## src/rtl/machine_timer_unit_if.sv

```systemverilog
// Data-bus view of the machine timer unit.
// The core side (master) drives the strobes, word address, write data and
// byte enables. The timer side (slave) returns combinational read data and
// the window-hit flag that the top-level read-data mux uses.
interface machine_timer_unit_if;
  logic        mem_read;
  logic        mem_write;
  logic [31:0] adr;
  logic [31:0] wdata;
  logic [3:0]  wmask;
  logic [31:0] rdata;
  logic        hit;

  modport master (
    output mem_read, mem_write, adr, wdata, wmask,
    input  rdata, hit
  );

  modport slave (
    input  mem_read, mem_write, adr, wdata, wmask,
    output rdata, hit
  );
endinterface

```

## src/rtl/machine_timer_unit.sv

```systemverilog
// Machine timer and software-interrupt source (CLINT subset).
// Holds a free-running 64-bit mtime, a 64-bit mtimecmp and a 1-bit msip,
// all mapped into a 64 KiB window at BASE_ADDR on the core data bus.
// Ports:
//   clk        core clock
//   rst        asynchronous reset, active-low
//   halt       1 = freeze mtime and the prescaler (bus writes still apply)
//   bus        data-bus slave: mem_read, mem_write, adr, wdata, wmask in;
//              rdata (combinational, 0 unless hit & mem_read), hit out
//   timer_irq  registered (mtime >= mtimecmp), unsigned 64-bit
//   sw_irq     msip register
module machine_timer_unit #(
  parameter logic [31:0] BASE_ADDR = 32'h0200_0000,
  parameter int unsigned PRESCALE  = 1
) (
  input  logic                 clk,
  input  logic                 rst,
  input  logic                 halt,
  machine_timer_unit_if.slave  bus,
  output logic                 timer_irq,
  output logic                 sw_irq
);

  localparam logic [15:0] OFF_MSIP    = 16'h0000;
  localparam logic [15:0] OFF_CMP_LO  = 16'h4000;
  localparam logic [15:0] OFF_CMP_HI  = 16'h4004;
  localparam logic [15:0] OFF_TIME_LO = 16'hBFF8;
  localparam logic [15:0] OFF_TIME_HI = 16'hBFFC;
  localparam logic [15:0] PS_MAX      = 16'(PRESCALE - 1);

  logic [63:0] mtime, mtime_inc, mtime_n;
  logic [63:0] mtimecmp, mtimecmp_n;
  logic        msip, msip_n;
  logic [15:0] pcount, pcount_n;
  logic [15:0] off;
  logic        wr_en;
  logic        tick;

  function automatic logic [31:0] merge_bytes(input logic [31:0] old_val,
                                              input logic [31:0] new_val,
                                              input logic [3:0]  mask);
    logic [31:0] res;
    res = old_val;
    for (int b = 0; b < 4; b++) begin
      if (mask[b]) res[8*b +: 8] = new_val[8*b +: 8];
    end
    return res;
  endfunction

  assign off    = bus.adr[15:0];
  assign bus.hit = (bus.adr[31:16] == BASE_ADDR[31:16]);
  assign wr_en  = bus.mem_write & bus.hit;
  assign tick   = !halt && (pcount == PS_MAX);
  assign sw_irq = msip;

  always_comb begin
    pcount_n = pcount;
    if (!halt) pcount_n = tick ? 16'd0 : pcount + 16'd1;

    mtime_inc  = tick ? mtime + 64'd1 : mtime;
    mtime_n    = mtime_inc;
    mtimecmp_n = mtimecmp;
    msip_n     = msip;

    if (wr_en) begin
      case (off)
        OFF_MSIP:    if (bus.wmask[0]) msip_n = bus.wdata[0];
        OFF_CMP_LO:  mtimecmp_n[31:0]  = merge_bytes(mtimecmp[31:0],  bus.wdata, bus.wmask);
        OFF_CMP_HI:  mtimecmp_n[63:32] = merge_bytes(mtimecmp[63:32], bus.wdata, bus.wmask);
        // Low-word write: unwritten bytes keep the incremented value, but the
        // high word holds so no carry reaches it this cycle.
        OFF_TIME_LO: mtime_n = {mtime[63:32],
                                merge_bytes(mtime_inc[31:0], bus.wdata, bus.wmask)};
        // High-word write: low word still counts; its carry-out is dropped.
        OFF_TIME_HI: mtime_n = {merge_bytes(mtime[63:32], bus.wdata, bus.wmask),
                                mtime_inc[31:0]};
        default: ;
      endcase
    end
  end

  always_ff @(posedge clk or negedge rst) begin
    if (!rst) begin
      mtime     <= 64'd0;
      mtimecmp  <= 64'hFFFF_FFFF_FFFF_FFFF;
      msip      <= 1'b0;
      pcount    <= 16'd0;
      timer_irq <= 1'b0;
    end else begin
      mtime     <= mtime_n;
      mtimecmp  <= mtimecmp_n;
      msip      <= msip_n;
      pcount    <= pcount_n;
      // Compare on next-state values so the flag lines up with the registers.
      timer_irq <= (mtime_n >= mtimecmp_n);
    end
  end

  always_comb begin
    bus.rdata = 32'd0;
    if (bus.hit && bus.mem_read) begin
      case (off)
        OFF_MSIP:    bus.rdata = {31'd0, msip};
        OFF_CMP_LO:  bus.rdata = mtimecmp[31:0];
        OFF_CMP_HI:  bus.rdata = mtimecmp[63:32];
        OFF_TIME_LO: bus.rdata = mtime[31:0];
        OFF_TIME_HI: bus.rdata = mtime[63:32];
        default:     bus.rdata = 32'd0;
      endcase
    end
  end

endmodule

```

## src/flat_wrapper.sv

```systemverilog
// flat-port wrapper written by rule: the top's interface ports become plain ports
module machine_timer_unit_flat 
#(
  parameter logic [31:0] BASE_ADDR = 32'h0200_0000,
  parameter int unsigned PRESCALE  = 1
)
  (clk, rst, halt, timer_irq, sw_irq, bus_mem_read, bus_mem_write, bus_adr, bus_wdata, bus_wmask, bus_rdata, bus_hit);
  machine_timer_unit_if bus_i ();
  input  logic clk;
  input  logic rst;
  input  logic halt;
  output logic timer_irq;
  output logic sw_irq;
  input wire logic [$bits(bus_i.mem_read)-1:0] bus_mem_read;
  input wire logic [$bits(bus_i.mem_write)-1:0] bus_mem_write;
  input wire logic [$bits(bus_i.adr)-1:0] bus_adr;
  input wire logic [$bits(bus_i.wdata)-1:0] bus_wdata;
  input wire logic [$bits(bus_i.wmask)-1:0] bus_wmask;
  output wire logic [$bits(bus_i.rdata)-1:0] bus_rdata;
  output wire logic [$bits(bus_i.hit)-1:0] bus_hit;
  assign bus_i.mem_read = bus_mem_read;
  assign bus_i.mem_write = bus_mem_write;
  assign bus_i.adr = bus_adr;
  assign bus_i.wdata = bus_wdata;
  assign bus_i.wmask = bus_wmask;
  assign bus_rdata = bus_i.rdata;
  assign bus_hit = bus_i.hit;
  machine_timer_unit #(.BASE_ADDR(BASE_ADDR), .PRESCALE(PRESCALE)) u_core (.clk(clk), .rst(rst), .halt(halt), .bus(bus_i), .timer_irq(timer_irq), .sw_irq(sw_irq));
endmodule
```

## config.mk

```make
export PLATFORM = sky130hd
export DESIGN_NAME = machine_timer_unit_flat
export DESIGN_NICKNAME = d
export VERILOG_FILES = /design/src/rtl/machine_timer_unit_if.sv /design/src/rtl/machine_timer_unit.sv /design/src/flat_wrapper.sv
export SDC_FILE = /design/constraint.sdc
export NUM_CORES = 1
export LEC_CHECK = 0
export BUFFER_PORTS_ARGS = -buffer_cell sky130_fd_sc_hd__buf_2
export CORE_MARGIN = 1
export CORE_UTILIZATION = 55
export CTS_BUF_LIST = sky130_fd_sc_hd__clkbuf_2
export CTS_CLUSTER_SIZE = 10
export DETAILED_ROUTE_END_ITERATION = 10
export GPL_TIMING_DRIVEN = 0
export PLACE_DENSITY_LB_ADDON = 0.25
export SLEW_MARGIN = 20
export SYNTH_ARGS = -nofsm -noshare
export SYNTH_HDL_FRONTEND = slang
export SYNTH_SLANG_ARGS = --single-unit
export TNS_END_PERCENT = 20
```

## constraint.sdc

```tcl
create_clock -name clk -period 11.5 [get_ports clk]
set_input_delay 1.725 -clock clk [delete_from_list [all_inputs] [get_ports clk]]
set_output_delay 1.725 -clock clk [all_outputs]
set_load 0.03 [all_outputs]
```

==> results of run 1 <==
==> placed cells by master (no fill, tap or decap), types with 36 or more instances in the layout <==
cell     count
buf_2      114
nand4_1     36
mux2i_1     53
nor2_1     109
ha_1        67
nand2_1     70
dfstp_2     64
a21oi_1     61
mux2_2      98
dfrtp_1     82
==> routing by layer <==
layer	wire length [um]	share of wire, %
met1	13140	43
met2	13450	44
met3	2805	9.3
met4	916	3.0
met5	0	0
==> power breakdown <==
part           internal (W)  switching [W]  total, W
logic             0.0000616      0.0000874  0.000149
clock network      0.000124       0.000215  0.000339
registers          0.000532      0.0000218  0.000554
total              0.000717       0.000324   0.00104
==> state kept, by name, indices dropped and copies added, names as in the netlist <==
| register | count |
|---|---|
| u_core.mtime | 64 |
| u_core.mtimecmp | 64 |
| u_core.pcount | 16 |
| u_core.sw_irq | 1 |
| u_core.timer_irq | 1 |
==> area by class of cell <==
class / count / area, um^2 / share of cell area, %
Tap cell: 229 / 286.5 / 2.532
Timing Repair Buffer: 106 / 565.5 / 4.997
Inverter: 23 / 86.33 / 0.7629
Clock inverter: 15 / 182.7 / 1.614
Multi-Input combinational cell: 823 / 6181 / 54.62
Antenna cell: 1 / 2.502 / 0.02211
Clock buffer: 17 / 85.08 / 0.7518
Buffer: 48 / 193.9 / 1.714
Sequential cell: 146 / 3734 / 32.99
==> through the flow <==
stage	hold WS, ns	power [W]
after floorplan	0.4458	0.0006421
after global placement	0.4693	0.0007014
after detailed placement	0.4776	0.0007090
after CTS	0.5115	0.001041
after global routing	0.5221	0.001082
final	0.5120	0.001041
==> kinds of logic after synthesis <==
logic type	synth area share, %
flip-flops	36.69
XOR/XNOR	3.874
multiplexers	16.06
buffers and inverters	2.755
adder cells (fa/ha/maj)	8.239
AO/OA/AOI/OAI	13.07
AND/OR/NAND/NOR	19.31
==> final timing paths <==
check	start	end	slack (ns)	cells after the start
worst min register to register	u_core.pcount[15]	u_core.pcount[15]	0.51	1
worst min-delay path	u_core.pcount[15]	u_core.pcount[15]	0.51	1
max in group asynchronous	rst	u_core.mtimecmp[55]	9.85	2
worst max-delay path	bus_adr[14]	bus_rdata[10]	5.27	8
min in group asynchronous	rst	u_core.pcount[9]	0.84	1
worst max register to register	u_core.pcount[0]	u_core.timer_irq	6.35	16
==> flow_summary.toml, run 1 <==
[timing]
rsz0062_at_grt = "no"
worst_slew_pin_slew_ns = 1.087
setup_viol = 0
worst_slack_ns = 5.273
max_freq_ghz = 0.1606
slew_headroom_pct = 27.16
finalHoldViolCount = 0
fin_skew_ns = 0.04128
tns_ns = 0
period_needed_ns = 6.227
final-max-slew-violation-count = 0
fin_crit_sh_pct = 54.15

[final_layout]
fillers = 1566
utilization_pct = 62.79
area_growth_syn_to_layout_pct = 11.23
drive_gt1_share_pct = 27.84
nets = 1305
fin_cells = 1408
stdcell_area_mm2 = 0.01132

[place]
hpwlAfterDp_mm = 22.93
dp.cells = 1375
gp_congestion = 0.9838
placed_area_mm2 = 0.01104
dp_slack_ns = 5.273
port_buffers = 104

[clocking]
ctsHoldBuffers = 0
clock_sinks = 146
post-cts-setup-buffer-count = 0
htreeDepth = 4
cts_resized = 0
cts.clk_slew.worst_paths_ns = 0.23
clock_latency_ns = 0.81
cts_root_buf = "clkbuf_2"
cts_buffers = 17
cts_tree = "done"
clk_path_buf_depth = 2

[power]
p_leak_nw = 5.271
power_density_mw_per_mm2 = 92.02
ir_worst_vdd_uv = 69.89

[floorplanning]
fp-row-count = 49
initial_utilization_pct = 56.45
die_area_mm2 = 0.01905
chipWidth_um = 138.0
die_y_um = 138.0
coreArea_mm2 = 0.01802
io_pins = 108

[routing]
drc = 0
wire_per_inst_um = 21.53
vias = 9318
routed_wl_mm = 30.31
first_pass_iters = 9
via_per_inst = 6.618
ant_nets = 0
drtIter0Drc = 911

[yosys]
yosysTopAreaCell = "dfrtp_1"
synthFlopType = "dfrtp_1"
synth.area.top_cells = "dfrtp_1 (20%), dfstp_2 (17%), mux2_2 (11%)"
ys_warn_count = 0
synth_seq_cells = 146
yosys-top-cells-count = "nor2_1 (109), mux2_2 (98), dfrtp_1 (82)"
post_synth_num_cell_types = 63
synth_edf_count = 0
synth-seq-area-share_pct = 36.69
netlist_instances = 1040
async_flop_share_pct = 100.0
yosysMostFrequentCell = "nor2_1"
netlist_area_mm2 = 0.01017
synth_top_area_share_pct = 20.17
syn-num-nets = 1180
avgSynthCellArea_um2 = 9.783

[global_routing]
use_met2_pct = 48.26
use_met1_pct = 45.03
grt_overflow = 0
grt_pass1_vias = 8901
busiest_layer = "met2"
grt_pass1_wl_mm = 47.79
grt_use_met3_pct = 6.581
grtUsageTotal_pct = 31.95
antenna_found_initial = 2
grt_max_degree = 75

[worst_setup_path]
cp_cell_sequence = "buf_2, nand3b_1, nor4_1, clkbuf_1, o211ai_1, clkbuf_1, nor2_1, buf_2"
cp_top_family = "buffers and inverters"
start_kind = "input port"
cp-end-kind = "output port"
critPathKind = "in2out"
crit_required_ns = 9.78
cpPeakStageDelay_ns = 0.70
cp_slowest_cell = "nor4_1"
cp_max_fo = 10
crit_buf_inv = 4
cp.arrival_ns = 4.50

[status]
status = "finished, final reports clean"

[run]
maxCapViolCount = 0

[worst_hold_path]
min_path_type = "reg2reg"
Note: power is estimated with default switching activity, not from simulation.
==> run 2: changes to the inputs <==
--- a/config.mk
+++ b/config.mk
@@ -5,6 +5,7 @@
 export SDC_FILE = /design/constraint.sdc
 export NUM_CORES = 1
 export LEC_CHECK = 0
+export ABC_AREA = 1
 export BUFFER_PORTS_ARGS = -buffer_cell sky130_fd_sc_hd__buf_2
 export CORE_MARGIN = 1
 export CORE_UTILIZATION = 55
==> constraint.sdc (replaced) <==
create_clock -name clk -period 5.33 [get_ports clk]
set_input_delay 0.7995 -clock clk [delete_from_list [all_inputs] [get_ports clk]]
set_output_delay 0.7995 -clock clk [all_outputs]
set_load 0.03 [all_outputs]
==> run 2 against run 1 <==
Register-to-register slack worse by 6.3 ns. Synthesized area up 18%. Via count grew 50%. Combinational power grew 34%. Non-clock buffer count is 3 lower. Design area rose by 17%. Power rose by 100%. Clock-buffer cell count unchanged. First-iteration DRC count increased by 65%. Cell count grew 64%. Core utilization fell by 0.58 points. Critical endpoint is now u_core.timer_irq. Largest power group unchanged. Highest routed layer unchanged.
==> flow_summary.toml, run 2 <==
[routing]
ant_nets = 0
wire_per_inst_um = 21.76
drc = 0
met1_length_mm = 19.63
via_per_inst = 6.024
vias = 13945
routed_wl_mm = 50.37
top_layer_used = "met4"
wl_met3_mm = 5.811
first_pass_iters = 7
met2_length_mm = 22.01
drtIter0Drc = 1500

[yosys]
synthFlopType = "dfrtp_1"
synth_seq_cells = 146
synthMuxAreaShare_pct = 0
synth-xor-area-share_pct = 2.985
netlist_area_mm2 = 0.01203
netlist_instances = 1902
synth_top_family_by_area = "simple AND/OR/NAND/NOR gates"
synth_compound_area_share_pct = 13.56
synth.area.top_cells = "dfrtp_1 (17%), nand2_1 (16%), dfstp_2 (14%)"
synth_fa_ha_area_share_pct = 6.968
synth_edf_count = 0
avgSynthCellArea_um2 = 6.326
yosysTopAreaCell = "dfrtp_1"
syn-num-nets = 2042
synthSimpleGateAreaFrac_pct = 35.39
yosys-top-cells-count = "nand2_1 (525), nor2_1 (301), inv_1 (257)"
yosysMostFrequentCell = "nand2_1"
ys_warn_count = 0
synth_top_area_share_pct = 17.05
async_flop_share_pct = 100.0
synth-seq-area-share_pct = 31.03
post_synth_num_cell_types = 42

[timing]
setup_viol = 0
max_freq_ghz = 0.1907
fin_crit_sh_pct = 98.37
finalHoldViolCount = 0
period_needed_ns = 5.243
final-max-slew-violation-count = 0
fin_skew_ns = 0.06881
tns_ns = 0
rsz0062_at_grt = "no"
worst_slack_ns = 0.08700
slew_headroom_pct = 18.96
worst_slew_pin_slew_ns = 1.206

[global_routing]
grt_overflow = 0
grtUsageTotal_pct = 45.52
antenna_found_initial = 1
grt_pass1_wl_mm = 74.38
grt_max_degree = 76
grt_pass1_vias = 12976

[final_layout]
final_common_cell = "nand2_1"
nets = 2166
most-common-layout-cells = "nand2_1 (525), nor2_1 (300), inv_1 (257)"
fillers = 2026
largestRegisters = "u_core.mtime: 64 flops, u_core.mtimecmp: 64 flops, u_core.pcount: 16 flops"
drive_gt1_share_pct = 12.80
area_growth_syn_to_layout_pct = 9.723

[clocking]
clock_latency_ns = 0.80
clk_path_buf_depth = 2
cts_root_buf = "clkbuf_2"
cts.clk_slew.worst_paths_ns = 0.29
cts_tree = "done"
htreeDepth = 4
clock_sinks = 146
cts_buffers = 17
post-cts-setup-buffer-count = 0

[floorplanning]
io_pins = 108
initial_utilization_pct = 56.70
die_y_um = 149.9
fp-row-count = 53
chipWidth_um = 149.9
coreArea_mm2 = 0.02122
die_area_mm2 = 0.02247

[place]
port_buffers = 103
gp_congestion = 1.063
hpwlAfterDp_mm = 39.22
dp_slack_ns = -0.1688

[power]
p_leak_nw = 6.307
ir_worst_vdd_uv = 147.3
power_density_mw_per_mm2 = 160.6

[worst_setup_path]
cp_max_fo = 10
start_kind = "flop"
crit_required_ns = 6.06
critPathKind = "reg2reg"
cp-end-kind = "flop"
cp.arrival_ns = 5.97

[status]
status = "finished, final reports clean"

[run]
maxCapViolCount = 0

[worst_hold_path]
min_path_type = "in2reg"
run 2: cell count changes in the layout (fill, tap and decap cells not counted), sizes merged, moves of 20 or more:
cell	change
mux2i	-53
and4	-20
inv	+246
o22ai	+27
a222oi	-32
nand2	+460
nor2	+195
and3	-24
nand3	+89
o21ai	+179
mux2	-98
run 2: power breakdown:
group	leakage, nW	internal (W)	total (W)	switching (W)
registers	1.64	0.00114	0.00116	0.0000270
clock network	0.143	0.000230	0.000757	0.000527
logic	4.53	0.0000638	0.000199	0.000135
total	6.31	0.00143	0.00212	0.000689
run 2: cell families (layout without fill, tap and decap cells):
family	Yosys count	count (layout)
AO/OA/AOI/OAI	306	306
adder cells (fa/ha/maj)	67	67
XOR/XNOR	41	41
AND/OR/NAND/NOR	1026	1026
buffers and inverters	316	453
flip-flops	146	146
other	0	1
run 2: stage by stage:
| step | cell area, um^2 | total power [W] | hold slack [ns] | std cells | utilization (%) |
|---|---|---|---|---|---|
| finish | 13200 | 0.002121 | 0.2163 | 2315 | 62.21 |
| global route | 13200 | 0.002175 | 0.2240 | 2315 | 62.21 |
| CTS | 13200 | 0.002104 | 0.2147 | 2314 | 62.19 |
| detailed placement | 12930 | 0.001373 | 0.4681 | 2281 | 60.93 |
| global placement | 12890 | 0.001356 | 0.4598 | 2280 | 60.75 |
| floorplan | 12030 | 0.001273 | 0.4416 | 1902 | - |
run 2: area by class of cell:
class | count | area (um^2) | area share (%)
antenna | 1 | 2.502 | 0.01896
buffer | 46 | 197.7 | 1.497
clock buffer | 17 | 85.08 | 0.6445
clock inverter | 15 | 172.7 | 1.308
inverter | 270 | 1013 | 7.677
multi-input combinational | 1440 | 7089 | 53.70
sequential | 146 | 3734 | 28.28
tap | 275 | 344.1 | 2.606
timing repair buffer | 105 | 563.0 | 4.265
run 2: worst max-delay path: stages, from the launching register on:
cell and delay (ns):
dfrtp_1 0.47, inv_1 0.11, ha_1 0.20, nand3_1 0.09, nor2_1 0.10, nand3_1 0.62, clkinv_1 0.35, clkbuf_1 0.72
nand2_1 0.14, o21ai_0 0.12, o21ai_0 0.16, ha_1 0.30, nand2_1 0.06, nor2_1 0.18, nand2_1 0.21, nor4b_1 0.96
nand2_1 0.12, nand2_1 0.09, nand2_1 0.06, nand3_1 0.08
run 2: timing repair:
action | in CTS | in global routing
hold buffers | 1 | 0
resized for setup | 0 | 0
hold endpoints to repair | 39 | 0
run 2: path summary, 6_finish.rpt:
kind	startpoint	endpoint	slack, ns	cells after the start
max	u_core.pcount[0]	u_core.timer_irq	0.09	19
min	bus_wdata[14]	u_core.mtimecmp[14]	0.22	3
max in group asynchronous	rst	u_core.mtimecmp[18]	3.92	3
max reg2reg	u_core.pcount[0]	u_core.timer_irq	0.09	19
min reg2reg	u_core.pcount[15]	u_core.pcount[15]	0.50	1
min in group asynchronous	rst	u_core.pcount[7]	0.49	2
run 2: per-layer routing:
| metal | track usage (%) | up-vias |
|---|---|---|
| met4 | 24.60 | 0 |
| met1 | 57.32 | 6449 |
| li1 | - | 6334 |
| met3 | 10.61 | 194 |
| met2 | 71.99 | 968 |
| met5 | 0 | - |
==> run 3: changes to the inputs <==
--- a/config.mk
+++ b/config.mk
@@ -8,7 +8,7 @@
 export ABC_AREA = 1
 export BUFFER_PORTS_ARGS = -buffer_cell sky130_fd_sc_hd__buf_2
 export CORE_MARGIN = 1
-export CORE_UTILIZATION = 55
+export CORE_UTILIZATION = 40
 export CTS_BUF_LIST = sky130_fd_sc_hd__clkbuf_2
 export CTS_CLUSTER_SIZE = 10
 export DETAILED_ROUTE_END_ITERATION = 10
==> run 3 against run 2 <==
The flow now finishes with violations (design-rule violations). Design area rose by 0.76%. Via count fell by 4.1%. Sequential power about the same. Largest cell class unchanged. Combinational power fell by 3%. Largest power group unchanged. Non-clock buffer count unchanged. Die area is 37% higher. Global-route usage shrank 10 points.
==> flow_summary.toml, run 3 (synthesis gave the netlist of run 2 again) <==
[status]
status = "complete, but fails checks"
failed_checks = "design-rule violations"

[timing]
slew_headroom_pct = 19.87
fin_crit_sh_pct = 93.91
worst_slew_pin_slew_ns = 1.193
max_freq_ghz = 0.1998
fin_skew_ns = 0.04917
finalHoldViolCount = 0
setup_viol = 0
final-max-slew-violation-count = 0
rsz0062_at_grt = "no"
period_needed_ns = 5.005

[routing]
first_pass_iters = 11
met1_length_mm = 23.04
wire_per_inst_um = 21.99
drc = 2
drtIter0Drc = 1366
top_layer_used = "met4"
ant_nets = 0
via_per_inst = 5.502
wl_met3_mm = 4.946
met2_length_mm = 23.47
routed_wl_mm = 53.44
vias = 13369

[power]
power_frac_seq_pct = 57.9
p_int_w = 0.001337
p_total_w = 0.002010
p_switching_w = 0.0006733
swShare_pct = 33.49
combPwrFrac_pct = 9.7
clkPwrFrac_pct = 32.5
p_leak_nw = 6.280
power_density_mw_per_mm2 = 151.1
ir_worst_vdd_uv = 114.3

[place]
dp.cells = 2396
port_buffers = 103
gp_congestion = 1.018
hpwlAfterDp_mm = 42.32

[final_layout]
area_growth_syn_to_layout_pct = 10.56
utilization_pct = 44.88
fillers = 3268
fin_cells = 2430
final_common_cell = "nand2_1"
largestRegisters = "u_core.mtime: 64 flops, u_core.mtimecmp: 64 flops, u_core.pcount: 16 flops"
most-common-layout-cells = "nand2_1 (525), nor2_1 (301), inv_1 (257)"
nets = 2166
drive_gt1_share_pct = 12.75

[global_routing]
grt_max_degree = 75
grtUsageTotal_pct = 35.40
antenna_found_initial = 1
grt_overflow = 0
grt_pass1_wl_mm = 79.04
grt_pass1_vias = 12825

[worst_setup_path]
cp_top_family = "simple AND/OR/NAND/NOR gates"
crit_required_ns = 6.11
critPathKind = "reg2reg"
cp_cell_sequence = "inv_1, ha_1, nand3_1, nor2_1, nand3_1, clkinv_1, clkbuf_1, o21ai_0, o21ai_0, ha_1, nand2_1, nor2_1, nand2_1, nor4b_2, nand4_1, nand3_1"
cp.arrival_ns = 5.79
crit_buf_inv = 3
cp_slowest_cell = "clkbuf_1"
cpMostUsedCell = "nand3_1"
start_kind = "flop"
cp-end-kind = "flop"
cp_max_fo = 10
cpPeakStageDelay_ns = 0.77

[floorplanning]
chipWidth_um = 175.4
coreArea_mm2 = 0.02964
io_pins = 108
fp-row-count = 63
initial_utilization_pct = 40.59
die_y_um = 175.4
die_area_mm2 = 0.03078

[clocking]
clock_sinks = 146
clock_latency_ns = 0.87
cts_resized = 0
cts_root_buf = "clkbuf_2"
cts.clk_slew.worst_paths_ns = 0.29
cts_buffers = 17
clk_path_buf_depth = 2
cts_tree = "done"
htreeDepth = 4

[run]
maxCapViolCount = 0

[worst_hold_path]
min_path_type = "in2reg"
==> run 3: worst paths after layout <==
kind                                      from             endpoint  slack [ns]  depth (start not counted)
max                           u_core.pcount[0]     u_core.timer_irq        0.32                         16
min                              bus_wdata[14]  u_core.mtimecmp[14]        0.14                          3
max reg2reg                   u_core.pcount[0]     u_core.timer_irq        0.32                         16
min reg2reg                u_core.mtimecmp[22]  u_core.mtimecmp[22]        0.51                          2
max in group asynchronous                  rst  u_core.mtimecmp[18]        4.01                          3
min in group asynchronous                  rst     u_core.mtime[39]        0.46                          2
==> run 3: worst min-delay path, stage by stage <==
cell     delay (ns)
buf_2          0.12
inv_1          0.07
o21ai_2        0.07
==> run 3: power groups by stage <==
stage / Clock [W] / Sequential [W] / Combinational, W
floorplan: 0 / 0.00117 / 0.000101
global placement: 0 / 0.00118 / 0.000185
detailed placement: 0 / 0.00118 / 0.000194
CTS: 0.000671 / 0.00116 / 0.000195
global route: 0.000704 / 0.00117 / 0.000223
finish: 0.000652 / 0.00116 / 0.000194
==> run 3: what timing repair did <==
item / in CTS / in global routing
hold buffers: 1 / 0
setup buffers: 0 / 0
endpoints found under the hold margin: 40 / 0
==> run 3: final cells by class <==
class	instances	area (um^2)	area share, %
repair buffers	105	563.0	4.233
inverters	270	1013	7.619
diodes	1	2.502	0.01881
plain buffers	46	197.7	1.486
well taps	390	488.0	3.669
flip-flops and latches	146	3734	28.07
multi-input cells	1440	7093	53.33
clock buffers	17	85.08	0.6396
clock inverters	15	125.1	0.9406
==> run 3: through the flow <==
| stage | instance area [um^2] | worst slack, ns | setup TNS [ns] | hold slack, ns |
|---|---|---|---|---|
| after floorplan | 12030 | 1.908 | 0 | 0.4416 |
| after global placement | 13040 | -0.2765 | -0.2765 | 0.4631 |
| after detailed placement | 13080 | -0.01706 | -0.01706 | 0.4868 |
| after CTS | 13300 | 0.6183 | 0 | 0.05672 |
| after global routing | 13300 | 0.1263 | 0 | 0.06746 |
| final | 13300 | 0.3248 | 0 | 0.1356 |
==> run 3: layer usage <==
layer / track usage (%) / vias up
li1: - / 6343
met3: 9.177 / 100
met1: 46.72 / 6298
met4: 13.51 / 0
met5: 0 / -
met2: 55.32 / 628
